## config.mk

```make
export PLATFORM = sky130hd
export DESIGN_NAME = if_prefetch_queue
export DESIGN_NICKNAME = d
export VERILOG_FILES = /design/src/rtl/if_prefetch_queue_pkg.sv /design/src/rtl/if_prefetch_queue_sync_fifo.sv /design/src/rtl/if_prefetch_queue.sv
export SDC_FILE = /design/constraint.sdc
export NUM_CORES = 1
export LEC_CHECK = 0
export ABC_AREA = 1
export CAP_MARGIN = 30
export CORE_MARGIN = 5
export CORE_UTILIZATION = 41
export DETAILED_ROUTE_END_ITERATION = 12
export GPL_TIMING_DRIVEN = 0
export PLACE_DENSITY = 0.76
export SLEW_MARGIN = 25
export SYNTH_ARGS = -nofsm -noshare
export SYNTH_HDL_FRONTEND = slang
export SYNTH_SLANG_ARGS = --single-unit
```

## constraint.sdc

```tcl
create_clock -name clk -period 3.8 [get_ports clk]
set_input_delay 0.76 -clock clk [delete_from_list [all_inputs] [get_ports clk]]
set_output_delay 0.76 -clock clk [all_outputs]
set_load 0.02 [all_outputs]
```

## src/rtl/if_prefetch_queue_pkg.sv

```systemverilog
// rtl/if_prefetch_queue_pkg.sv - shared types and constants for the fetch front end
//
// Purpose: types and constants used by the prefetch queue and its entry FIFO.
//   RESET_PC_DEFAULT  default first fetch address after reset
//   NOP               canonical no-op (addi x0,x0,0), shown on id_instr when empty
//   fetch_entry_t     one queue entry: {pc, instr}
//   align_pc()        clears the byte-offset bits of a PC
package if_prefetch_queue_pkg;

  localparam logic [31:0] RESET_PC_DEFAULT = 32'h0000_0000;
  localparam logic [31:0] NOP              = 32'h0000_0013;

  typedef struct packed {
    logic [31:0] pc;
    logic [31:0] instr;
  } fetch_entry_t;

  function automatic logic [31:0] align_pc(input logic [31:0] pc);
    return pc & 32'hFFFF_FFFC;
  endfunction

endpackage

```

## src/rtl/if_prefetch_queue_sync_fifo.sv

```systemverilog
// rtl/if_prefetch_queue_sync_fifo.sv - DEPTH-entry synchronous FIFO with clear and count
//
// Purpose: storage for fetched {pc, instr} entries.
// Ports:
//   clk    in   clock, rising edge
//   rst    in   asynchronous active-high reset
//   push   in   write wdata at the tail
//   pop    in   drop the head entry
//   clear  in   empty the FIFO (overrides push and pop)
//   wdata  in   W-bit entry to write
//   rdata  out  W-bit head entry (undefined when count == 0)
//   count  out  occupancy, 0..DEPTH
module if_prefetch_queue_sync_fifo #(
  parameter int unsigned DEPTH = 4,
  parameter int unsigned W     = 64,
  parameter int unsigned CW    = $clog2(DEPTH + 1)
) (
  input  logic          clk,
  input  logic          rst,
  input  logic          push,
  input  logic          pop,
  input  logic          clear,
  input  logic [W-1:0]  wdata,
  output logic [W-1:0]  rdata,
  output logic [CW-1:0] count
);

  localparam int unsigned PW = (DEPTH > 1) ? $clog2(DEPTH) : 1;
  localparam logic [PW-1:0] PTR_ONE  = PW'(1);
  localparam logic [CW-1:0] CNT_ONE  = CW'(1);
  localparam logic [CW-1:0] CNT_FULL = CW'(DEPTH);

  logic [W-1:0]  mem [DEPTH];
  logic [PW-1:0] wr_ptr;
  logic [PW-1:0] rd_ptr;
  logic          pop_en;
  logic          push_en;
  logic          full;

  assign full    = (count == CNT_FULL);
  assign pop_en  = pop & (count != '0);
  // A push into a full FIFO is only legal when the head leaves in the same cycle.
  assign push_en = push & (~full | pop_en);
  assign rdata   = mem[rd_ptr];

  always_ff @(posedge clk or posedge rst) begin
    if (rst) begin
      wr_ptr <= '0;
      rd_ptr <= '0;
      count  <= '0;
    end else if (clear) begin
      wr_ptr <= '0;
      rd_ptr <= '0;
      count  <= '0;
    end else begin
      if (push_en) wr_ptr <= wr_ptr + PTR_ONE;
      if (pop_en)  rd_ptr <= rd_ptr + PTR_ONE;
      case ({push_en, pop_en})
        2'b10:   count <= count + CNT_ONE;
        2'b01:   count <= count - CNT_ONE;
        default: count <= count;
      endcase
    end
  end

  // Entry storage needs no reset: count gates every read that matters.
  always_ff @(posedge clk) begin
    if (push_en && !clear) mem[wr_ptr] <= wdata;
  end

endmodule

```

## src/rtl/if_prefetch_queue.sv

```systemverilog
// rtl/if_prefetch_queue.sv - instruction prefetch queue between IM and decode
//
// Purpose: issues sequential IM reads, queues returned words with their PCs and
// hands them to decode over valid/ready. Redirects flush the queue and any
// in-flight read, and restart fetch at the new PC in the same cycle.
// Ports:
//   clk, rst            clock / asynchronous active-high reset
//   im_req, im_addr     IM read enable and word address
//   im_rdata            IM data, valid the cycle after im_req
//   redirect, redirect_pc  control-flow change and new PC (bits [1:0] ignored)
//   id_ready            decode accepts head entry
//   id_valid, id_instr, id_pc  head entry to decode
//   q_count             queue occupancy
module if_prefetch_queue
  import if_prefetch_queue_pkg::*;
#(
  parameter int unsigned DEPTH    = 4,
  parameter int unsigned IM_AW    = 14,
  parameter logic [31:0] RESET_PC = RESET_PC_DEFAULT
) (
  input  logic                       clk,
  input  logic                       rst,
  output logic                       im_req,
  output logic [IM_AW-1:0]           im_addr,
  input  logic [31:0]                im_rdata,
  input  logic                       redirect,
  input  logic [31:0]                redirect_pc,
  input  logic                       id_ready,
  output logic                       id_valid,
  output logic [31:0]                id_instr,
  output logic [31:0]                id_pc,
  output logic [$clog2(DEPTH+1)-1:0] q_count
);

  localparam int unsigned CW = $clog2(DEPTH + 1);
  localparam logic [CW:0] OCC_LIMIT = (CW + 1)'(DEPTH);

  logic [31:0]  fetch_pc;
  logic [31:0]  rsp_pc;
  logic         pending;
  logic [31:0]  redirect_al;
  logic         push;
  logic         pop;
  logic [CW:0]  occ_next;
  fetch_entry_t wr_entry;
  fetch_entry_t head;
  logic [CW-1:0] count;

  assign redirect_al = align_pc(redirect_pc);

  // A response arriving in a redirect cycle belongs to the old stream.
  assign push     = pending & ~redirect;
  assign id_valid = (count != '0) & ~redirect;
  assign pop      = id_valid & id_ready;

  // Slots committed after this cycle; issuing only while this is below DEPTH
  // reserves a slot for every outstanding response, so the queue cannot overflow.
  assign occ_next = {1'b0, count} + {{CW{1'b0}}, pending} - {{CW{1'b0}}, pop};

  // Gated by rst so no request leaves while reset is held.
  assign im_req  = ~rst & (redirect | (occ_next < OCC_LIMIT));
  assign im_addr = redirect ? redirect_pc[IM_AW+1:2] : fetch_pc[IM_AW+1:2];

  always_ff @(posedge clk or posedge rst) begin
    if (rst) begin
      fetch_pc <= RESET_PC;
      rsp_pc   <= RESET_PC;
      pending  <= 1'b0;
    end else begin
      pending <= im_req;
      if (redirect) begin
        rsp_pc   <= redirect_al;
        fetch_pc <= redirect_al + 32'd4;
      end else if (im_req) begin
        rsp_pc   <= fetch_pc;
        fetch_pc <= fetch_pc + 32'd4;
      end
    end
  end

  assign wr_entry.pc    = rsp_pc;
  assign wr_entry.instr = im_rdata;

  if_prefetch_queue_sync_fifo #(
    .DEPTH (DEPTH),
    .W     ($bits(fetch_entry_t)),
    .CW    (CW)
  ) u_fifo (
    .clk   (clk),
    .rst   (rst),
    .push  (push),
    .pop   (pop),
    .clear (redirect),
    .wdata (wr_entry),
    .rdata (head),
    .count (count)
  );

  // An empty queue presents a NOP rather than stale storage.
  assign id_instr = (count != '0) ? head.instr : NOP;
  assign id_pc    = head.pc;
  assign q_count  = count;

endmodule

```

# Word level (Yosys, flattened, before mapping)

Memories as Yosys holds them, arrays and structs flattened.
Cells that the tools add are included.

Register bits: 72
Latch bits: 0
RAM bits: 256
Bits in read-only memories: 0
Input bits: 68
Output and inout bits: 83
Logic and storage cells: 51
Memories: 1

Add/sub/neg operators: 8
Multipliers: 0
Div/mod/pow operators: 0
Order comparisons: 1
Equal/unequal tests: 3
Shift operators: 0
Mux-type cells: 14
Bitwise gates (word level): 11
Reductions and logical operators: 7

Memory list:

| memory     | words | width | rd ports | clocked after Yosys merged registers in | write ports | RTL line                          | RTL |
|---|---|---|---|---|---|---|---|
| u_fifo.mem | 4     | 64    | 1        | 0                                       | 1           | if_prefetch_queue_sync_fifo.sv:33 | `logic [W-1:0] mem [DEPTH];` |

Operators with widths:

| cell                    | number |
|---|---|
| $mux W32                | 5 |
| $add A32 B3 Y32 const B | 2 |
| $mux W14                | 1 |
| $mux W2                 | 4 |
| $and A1 B1 Y1           | 6 |
| $pmux W3 S2             | 1 |
| $reduce_bool A2 Y1      | 3 |
| $reduce_bool A3 Y1      | 2 |
| $add A2 B1 Y2 const B   | 2 |
| $add A3 B1 Y4           | 1 |
| $lt A4 B3 Y1 const B    | 1 |
| $sub A4 B1 Y4           | 1 |
| $add A3 B1 Y3 const B   | 1 |
| $eq A3 B3 Y1 const B    | 1 |
| $mux W3                 | 1 |
| $not A1 Y1              | 3 |
| $sub A3 B1 Y3 const B   | 1 |
| $eq A2 B1 Y1 const B    | 1 |
| $eq A2 B2 Y1 const B    | 1 |
| $mux W1                 | 2 |
| $or A1 B1 Y1            | 2 |
| $logic_and A1 B1 Y1     | 1 |
| $logic_not A1 Y1        | 1 |

# Depth between registers and ports, before layout

Gate-level depths: netlist (run 1).

Word-level depth: 9
Depth in mapped cells: 17
Mapped depth without buffers: 15

# By module

From an unflattened synthesis (run 1), not the netlist that was laid out.

Cell total of the unflattened synthesis: 1,277
Area, all modules: 14,034.7 sq um

Modules (own cells, without submodules):

| module                      | times used | cells an instance | area each (sq um) | seq. area each (sq um) |
|---|---|---|---|---|
| if_prefetch_queue_sync_fifo | 1          | 684               | 10,075.9          | 7,862.5 |
| if_prefetch_queue           | 1          | 593               | 3,958.8           | 1,526.5 |

# Worst setup path before layout (run 1)

OpenSTA, ideal clock, no wires.

Path kind: input -> register
From: in redirect
To: mem u_fifo.mem[0][0] (enable)
Setup time: 482 ps
Data arrival time: 4,010 ps
Data required time: 3,318 ps
Setup slack: -693 ps
Stages on the path: 6
Buffers on the path: 1
Cell sequence: inv_2 -> buf_4 -> nand3_1 -> nand4_1 -> nand2_1 -> nor2_1

Longest elaborated chain between the ends: 9
Elaborated cells between the ends (all ways): 11
Those cells by class: mux: 2; bitwise: 7; reduce/logical: 2

RTL lines:

| item                              | RTL line                                         | RTL |
|---|---|---|
| from (decl)                       | if_prefetch_queue.sv:26                          | `input logic redirect,` |
| $not A1 Y1                        | if_prefetch_queue.sv:52, if_prefetch_queue.sv:53 |  |
| $and A1 B1 Y1                     | if_prefetch_queue.sv:53                          | `assign id_valid = (count != '0) & ~redirect;` |
| $and A1 B1 Y1                     | if_prefetch_queue.sv:54                          | `assign pop = id_valid & id_ready;` |
| $and A1 B1 Y1                     | if_prefetch_queue_sync_fifo.sv:41                | `assign pop_en = pop & (count != '0);` |
| $or A1 B1 Y1                      | if_prefetch_queue_sync_fifo.sv:43                | `assign push_en = push & (~full \| pop_en);` |
| $and A1 B1 Y1                     | if_prefetch_queue_sync_fifo.sv:43                |  |
| $logic_and A1 B1 Y1 (*)           | if_prefetch_queue_sync_fifo.sv:68                | `if (push_en && !clear) mem[wr_ptr] <= wdata;` |
| $mux W1 (*)                       | if_prefetch_queue_sync_fifo.sv:68                |  |
| $mux W1 (implied by the code) (*) | if_prefetch_queue_sync_fifo.sv:68                |  |
| to (decl)                         | if_prefetch_queue_sync_fifo.sv:33                |  |

Every way passes the cells marked *; elsewhere a longest branch is shown, timed or not.

# Worst setup path after layout (run 1)

From: reg u_fifo.rd_ptr[1]
To: out id_pc[23]

Longest elaborated chain between the ends: 1

RTL lines:

| item                   | RTL line                          | RTL |
|---|---|---|
| from (decl)            | if_prefetch_queue_sync_fifo.sv:35 | `logic [PW-1:0] rd_ptr;` |
| from (signal assigned) | if_prefetch_queue_sync_fifo.sv:57 | `if (pop_en) rd_ptr <= rd_ptr + PTR_ONE;` |
| $mem_v2 Z4 W64         | n/a                               |  |
| to (decl)              | if_prefetch_queue.sv:31           | `output logic [31:0] id_pc,` |

Every way passes these cells.

==> implementation parameters, run 1 <==
Parameter                              Value

Floorplan
  Die ar. ... roughly 37000 sq um
  Die Span Y ... between 150 and 200 um
  Initial core utilization ... about two fifths
  Top-Level Pins ... between 150 and 200
  Core area ... approximately 33000 sq um
  Number of rows created at floorplan ... 66
  Die boundary width ... about 190 um

Synth
  Cell types with the largest area share after synthesis ... edfxtp_1 (55%), dfrtp_1 (13%), nand2_1 (7.7%), nor2_1 (6.6%), o21ai_0 (5.9%)
  Library cell occupying the most area in the post-synthesis netlist ... edfxtp_1
  Cell count after synthesis ... between 1000 and 1500
  Library cell with the highest instance count after synthesis ... nand2_1
  Number of enable flip-flop cells after synthesis ... roughly 250
  Mapped cell area ... between 10000 and 15000 sq um
  Syn_area_per_cell ... around 10 sq um
  Most frequent cells after synthesis ... nand2_1 (279), edfxtp_1 (248), nor2_1 (237), o21ai_0 (160), dfrtp_1 (68)
  Area share of the largest cell type after synthesis ... between 50% and 60%
  Post-synth top flop ... edfxtp_1
  Sequential element share of the synthesized area ... between 60% and 70%
  Unique masters post-synth ... 32
  FFs w/ async S/R, synth ... between 20% and 30%
  Yosys synthesis warning count ... 0
  FF+latch count, synth ... around 320

Route
  Mean number of vias per cell ... approximately 5.1
  DRT antenna net count ... 0
  DRT iter0 DRCs ... approximately 750
  Number of vias after detailed routing ... just under 10000
  Total routed wirelength ... about 36 mm
  Average detailed-routed wire length per instance ... roughly 18 um
  Drt drc ... 0
  Number of detailed-route iterations in the first pass ... 5

Timing
  Worst slew margin ... between 50% and 60%
  Fin crit share ... 95.4%
  Clock Skews ... between 0.015 and 0.02 ns
  Highest achievable clock rate ... 276 MHz
  Count of final max-slew check failures ... 0
  Final Hold Vio Count ... 0
  Final setup violating endpoints ... 0
  Slack of the critical path ... between 0.15 and 0.2 ns
  Transition time of the tightest slew-check pin ... roughly 0.68 ns
  RSZ-0062 raised after global routing ... no
  Shortest period the worst path allows ... about 3.6 ns

GRT
  Overflow left after global routing ... 0
  Via count of the first global-routing pass ... 9881
  Wire length of the first global-routing pass ... about 55 mm
  Antenna violations before repair ... 1
  Global-route total usage across every layer ... 19.2%
  Maximum number of pins on one net before global-route repair ... 43

Cells and area
  Sequential standard cell area ... between 9000 and 10000 sq um
  Number of antenna repair diodes ... 0
  Layout overhead on the synthesized area ... 25.8%
  Filler cell count in the final layout ... between 2000 and 3000
  Final instance count without filler cells ... between 1500 and 2000
  Footprint of the multi-input gates ... 3950 sq um
  Final-stage net count ... 1567
  Ratio of cells with drive above 1 in the final layout ... a little over a tenth

Worst setup path
  Worst Setup Path Type ... flop to primary output
  Worst-path fanout max ... 10
  Arrival time reported for the critical path endpoint ... approximately 2.9 ns
  Kind of end point of the critical path ... primary output
  Critical path startpoint category ... flop
  CP required ... approximately 3 ns

Min path
  Min-delay worst type ... flop to flop

Placement
  # port buffers ... ~150
  HPWL after detailed placement ... 24.8 mm
  Worst setup slack after placement ... -0.840 ns
  Global placement routability congestion ... 0.921
  Cell total after placement ... 1894

Clocking
  Clock slew at the register clock pins of the worst setup and hold paths ... roughly 0.060 ns
  Number of sinks on the clock net ... 316
  Clock tree from TritonCTS ... yes
  Deepest clock path buffer count ... 3
  Hold_buf cts ... 0
  Clk_lat worst skew ... approximately 0.5 ns
  Number of CTS-inserted buffers ... 34
  Root Buffer ... clkbuf_16
  Level count of the clock H-tree ... 2

Pwr
  Leakage power ... roughly 6.4 nW
  Peak supply drop ... roughly 0.36 mV
  Cell area power density ... ~740 nW/um^2
  Total power consumption of the routed design ... ~13 mW

Status
  Run status ... finished, final reports clean

Flow run
  Max-capacitance violation count ... 0
-- cells in the final DEF (no fill, tap or decap), types with 2 or more instances in the layout --
master / n
clkdlybuf4s50_1: 144
nand3_1: 29
nand2_2: 28
or2_2: 2
o311ai_0: 4
dfrtp_1: 68
nand3_2: 4
clkbuf_1: 41
buf_2: 12
inv_2: 5
o22ai_1: 30
clkinvlp_4: 2
nor2_1: 233
ha_1: 8
buf_1: 3
conb_1: 2
nor2_2: 15
xor2_1: 6
buf_6: 3
a21oi_1: 31
o21ai_2: 2
buf_16: 6
clkinv_4: 2
clkinv_1: 7
nand4_1: 5
clkbuf_16: 35
inv_1: 51
o21ai_0: 160
o21ai_1: 3
nor2_4: 8
buf_4: 8
nand2_1: 279
buf_12: 7
clkbuf_2: 8
clkbuf_8: 2
bufinv_16: 3
edfxtp_1: 248
-- sequential cells by signal, summed over array words and instances (netlist names) --
register and cells:
fetch_pc 30, u_fifo.rd_ptr 2, rsp_pc 30, u_fifo.count 3, u_fifo.mem 248, pending 1, u_fifo.wr_ptr 2
-- path summary, 6_finish.rpt --
| check | end | slack, ns | depth (start not counted) | start |
|---|---|---|---|---|
| worst min register to register | fetch_pc[3] | 0.48 | 2 | fetch_pc[3] |
| worst max-delay path | id_pc[23] | 0.18 | 5 | u_fifo.rd_ptr[1] |
| min in group asynchronous | fetch_pc[24] | 0.70 | 2 | rst |
| worst min-delay path | fetch_pc[3] | 0.48 | 2 | fetch_pc[3] |
| max in group asynchronous | rsp_pc[9] | 2.54 | 3 | rst |
| worst max register to register | fetch_pc[4] | 0.83 | 15 | u_fifo.count[1] |
-- area by class of cell --
| cell class | instances | share of cell area (%) |
|---|---|---|
| Clock inverter | 15 | 0.931 |
| Clock buffer | 45 | 5.47 |
| Timing Repair Buffer | 162 | 10.5 |
| Sequential cell | 316 | 53.6 |
| Tap cell | 442 | 3.24 |
| Inverter | 58 | 1.29 |
| Multi-Input combinational cell | 854 | 23.1 |
| Buffer | 64 | 1.86 |
-- metal layers --
metal	vias to the layer above	global-route usage, %	part of all wire [%]
met3	61	3.09	7.3
met4	0	5.80	2.6
met1	4715	25.6	42
met2	380	32.4	48
li1	4780	-	-
met5	-	0	0
-- logic make-up after synthesis --
logic type                 after synthesis  share of synthesized area (%)
adders and majority gates                9                          0.886
and+or+nand+nor                        605                           18.4
buffers and inverters                  123                           3.86
xor gates and xnor gates                 6                          0.387
AOI/OAI and AO/OA                      232                           9.02
DFF                                    316                           67.5
other                                    1                         0.0276
-- stage by stage --
| stage | cell area [sq um] | setup TNS, ns | util [%] | hold WS (ns) |
|---|---|---|---|---|
| 6_report | 17100 | 0 | 52.3 | 0.480 |
| 4_1_cts | 17100 | 0 | 52.3 | 0.482 |
| 3_5_place_dp | 15900 | -2.76 | 48.8 | 0.465 |
| 3_3_place_gp | 15600 | -861.63 | 47.8 | 0.460 |
| 5_1_grt | 17100 | 0 | 52.3 | 0.501 |
| 2_1_floorplan | 13600 | -171.82 | - | 0.442 |
-- where the power goes --
part	total [mW]	leakage [nW]	internal, mW	switching, mW
sequential	4.90	3.10	4.50	0.399
combinational	4.50	2.80	1.66	2.84
clock	3.22	0.524	1.94	1.28
-- critical path, stage by stage (launching register included) --
cell	delay, ns
dfrtp_1	0.56
inv_2	0.28
clkbuf_1	0.41
o21ai_0	0.16
o22ai_1	0.27
clkdlybuf4s50_1	0.68
-- what timing repair did --
action / 4_1_cts / 5_1_grt
buffers inserted: 3 / 0
gates resized for setup: 19 / 4
endpoints found under the hold margin: 0 / 0
setup endpoints to repair: 33 / 10
pin swaps: 1 / 1
Power figures use the tool's default switching activity.
==> run 2: changes to the inputs <==
- ABC_AREA: 1 -> 0
- DONT_BUFFER_PORTS: not set -> 1
- PLACE_DENSITY: 0.76 -> 0.69
==> run 2 against run 1 <==
  * Via count is 29% lower
  * Area after synthesis is 1.4% lower
  * Worst setup slack got worse by 0.051 ns
  * Die area is 1.4% lower
  * Sequential power rose by 0.8%
  * Clock skew increased by 0.0087 ns
  * Critical path depth rose by 7
  * Critical path type is now primary input to primary output
==> implementation parameters, run 2 <==
Parameter                              Value

Floorplan
  Initial core utilization ... 41.3% (-0.28 points)
  Number of rows created at floorplan ... 66 (unchanged)
  Top-Level Pins ... 151 (unchanged)
  Die boundary width ... 191 um (-0.69%)
  Core area ... 32400 sq um (-0.76%)
  Die Span Y ... 191 um (-0.69%)
  Die ar. ... 36300 sq um (-1.4%)

GRT
  Overflow left after global routing ... 0 (unchanged)
  Maximum number of pins on one net before global-route repair ... 54 (+26%)
  Global-route total usage across every layer ... 16.2% (-3.0 points)
  Antenna violations before repair ... 1 (unchanged)
  Wire length of the first global-routing pass ... 45.0 mm (-18%)
  Via count of the first global-routing pass ... 7352 (-26%)

Synth
  Number of enable flip-flop cells after synthesis ... 248 (unchanged)
  Yosys synthesis warning count ... 0 (unchanged)
  Area share of the largest cell type after synthesis ... 55.7% (+0.80 points)
  Most frequent cells after synthesis ... edfxtp_1 (248), dfrtp_1 (68), mux4_2 (62), nor2_1 (51), nand2_1 (44)
  FFs w/ async S/R, synth ... 21.5% (unchanged)
  Library cell with the highest instance count after synthesis ... edfxtp_1
  FF+latch count, synth ... 316 (unchanged)
  Unique masters post-synth ... 60 (+88%)
  Syn_area_per_cell ... 16.4 sq um (+56%)
  Mapped cell area ... 13400 sq um (-1.4%)
  Library cell occupying the most area in the post-synthesis netlist ... edfxtp_1
  Cell types with the largest area share after synthesis ... edfxtp_1 (56%), dfrtp_1 (13%), mux4_2 (10%), mux2i_1 (2.6%), xnor2_1 (1.9%)
  Sequential element share of the synthesized area ... 68.4% (+0.98 points)
  Post-synth top flop ... edfxtp_1
  Cell count after synthesis ... 816 (-37%)

Route
  Mean number of vias per cell ... 5.35 (+5.3%)
  Average detailed-routed wire length per instance ... 22.0 um (+20%)
  Number of vias after detailed routing ... 7066 (-29%)
  Total routed wirelength ... 29.0 mm (-19%)
  Drt drc ... 0 (unchanged)
  DRT antenna net count ... 0 (unchanged)
  DRT iter0 DRCs ... 528 (-29%)
  Number of detailed-route iterations in the first pass ... 5 (unchanged)

Placement
  Global placement routability congestion ... 0.820 (-11%)
  # port buffers ... 0 (-100%)
  HPWL after detailed placement ... 19.9 mm (-20%)
  Area of placed instances ... 14100 sq um (-11%)

Pwr
  Leakage power ... 5.16 nW (-20%)
  Cell area power density ... 756 nW/um^2 (+2.3%)
  Peak supply drop ... 0.345 mV (-3.1%)
  Total power consumption of the routed design ... 11.5 mW (-8.8%)

Cells and area
  Leading cell type in the layout, fill and taps excluded ... edfxtp_1
  Number of flip-flops in the largest register ... 248 (unchanged)
  Biggest registers after layout ... u_fifo.mem: 248 flops, fetch_pc: 30 flops, rsp_pc: 30 flops
  Final-stage net count ... 934 (-40%)
  Most flops, register ... u_fifo.mem
  Top library cells by usage in the layout, fill and taps aside ... edfxtp_1 (248), dfrtp_1 (65), mux4_2 (62)
  Final instance area ... 15200 sq um (-11%)
  Ratio of cells with drive above 1 in the final layout ... 20.5% (+10 points)
  Layout overhead on the synthesized area ... 13.9%
  Number of antenna repair diodes ... 0 (unchanged)

Clocking
  Clock slew at the register clock pins of the worst setup and hold paths ... 0.06 ns (about the same)
  Number of sinks on the clock net ... 316 (unchanged)
  Clk_lat worst skew ... 0.52 ns (about the same)
  Deepest clock path buffer count ... 3 (unchanged)
  Root Buffer ... clkbuf_16
  Level count of the clock H-tree ... 2 (unchanged)
  Hold_buf cts ... 0 (unchanged)
  Number of CTS-inserted buffers ... 34 (unchanged)
  Clock tree from TritonCTS ... yes

Timing
  Clock Skews ... 0.0254 ns (+0.00872 ns)
  Highest achievable clock rate ... 272 MHz (-1.4%)
  Count of final max-slew check failures ... 0 (unchanged)
  Fin crit share ... 96.7% (+1.3 points)
  Worst slew margin ... 50.7% (-4.2 points)
  RSZ-0062 raised after global routing ... no
  Final Hold Vio Count ... 0 (unchanged)
  Final setup violating endpoints ... 0 (unchanged)
  Transition time of the tightest slew-check pin ... 0.739 ns (+0.0627 ns)
  Shortest period the worst path allows ... 3.68 ns (+0.0507 ns)

Worst setup path
  Worst Setup Path Type ... primary input to primary output
  Worst-path fanout max ... 37 (+27)
  Kind of end point of the critical path ... primary output
  Critical path startpoint category ... primary input
  Arrival time reported for the critical path endpoint ... 2.92 ns (+0.06 ns)
  CP required ... 3.04 ns (about the same)

Flow run
  Max-capacitance violation count ... 0 (unchanged)

Min path
  Min-delay worst type ... primary input to async pin

Status
  Run status ... finished, final reports clean
-- run 2: layout make-up --
class	count	area (sq um)
Clock buffer	43	895
Sequential cell	316	9150
Tap cell	442	553
Clock inverter	15	173
Buffer	39	231
Inverter	24	92.6
Fill cell	2757	17100
Multi-Input combinational cell	434	3970
Timing Repair Buffer	8	160
-- run 2: final timing paths --
check / start / endpoint / slack (ns) / cells past startpoint
max: redirect / im_req / 0.12 / 12
min reg2reg: rsp_pc[28] / u_fifo.mem[1][60] / 0.51 / 0
min in group clk: im_rdata[21] / u_fifo.mem[0][21] / 0.35 / 0
max reg2reg: u_fifo.count[0] / rsp_pc[4] / 0.29 / 15
min: rst / u_fifo.count[0] / 0.07 / 1
max in group asynchronous: rst / rsp_pc[8] / 3.19 / 2
-- run 2: cells by family (layout without fill, tap and decap cells) --
family,after synthesis,after routing,synth area share (%)
DFF,316,316,68.4
and+or+nand+nor,195,195,8.07
muxes,101,101,13.4
AOI/OAI and AO/OA,86,86,4.12
buffers and inverters,67,129,2.34
xor gates and xnor gates,41,41,2.69
adders and majority gates,9,9,0.899
other,1,2,0.0281
-- run 2: what timing repair did --
action / CTS / global route
hold endpoints to repair: 0 / 0
setup buffers: 2 / 1
resized for setup: 10 / 3
pin swaps: 4 / 2
endpoints found under the setup margin: 61 / 1
-- run 2: critical path, stage by stage --
cell	delay (ns)
buf_12	0.13
buf_8	0.14
buf_6	0.14
buf_8	0.20
nor2_2	0.12
ha_2	0.17
inv_1	0.04
ha_1	0.27
and3b_2	0.23
nor4_4	0.30
nor2_2	0.08
a21oi_4	0.33
-- run 2: metrics by stage --
step | hold slack [ns] | util (%) | setup slack [ns] | std cells | setup TNS (ns)
3_5_place_dp | 0.493 | 43.7 | -0.520 | 1264 | -21.41
3_3_place_gp | 0.483 | 43.2 | -1.09 | 1259 | -260.88
5_1_grt | 0.0720 | 47.0 | 0.0110 | 1321 | 0
4_1_cts | 0.0573 | 47.0 | 0.0254 | 1321 | 0
2_1_floorplan | 0.457 | - | -0.0204 | 817 | -0.0204
6_report | 0.0747 | 47.0 | 0.125 | 1321 | 0
-- run 2: metal layers --
| metal | track usage (%) | vias to the layer above | routed length, um |
|---|---|---|---|
| met5 | 0 | - | 13 |
| met4 | 4.09 | 2 | 593 |
| met3 | 5.16 | 45 | 2340 |
| met2 | 26.2 | 218 | 14000 |
| met1 | 21.4 | 3619 | 12100 |
| li1 | - | 3182 | - |
-- run 2: power by group --
part	internal (mW)	switching, mW	total [mW]
Clock	1.88	1.30	3.18
Combinational	1.21	2.18	3.39
Sequential	4.51	0.432	4.94
Total	7.60	3.91	11.5
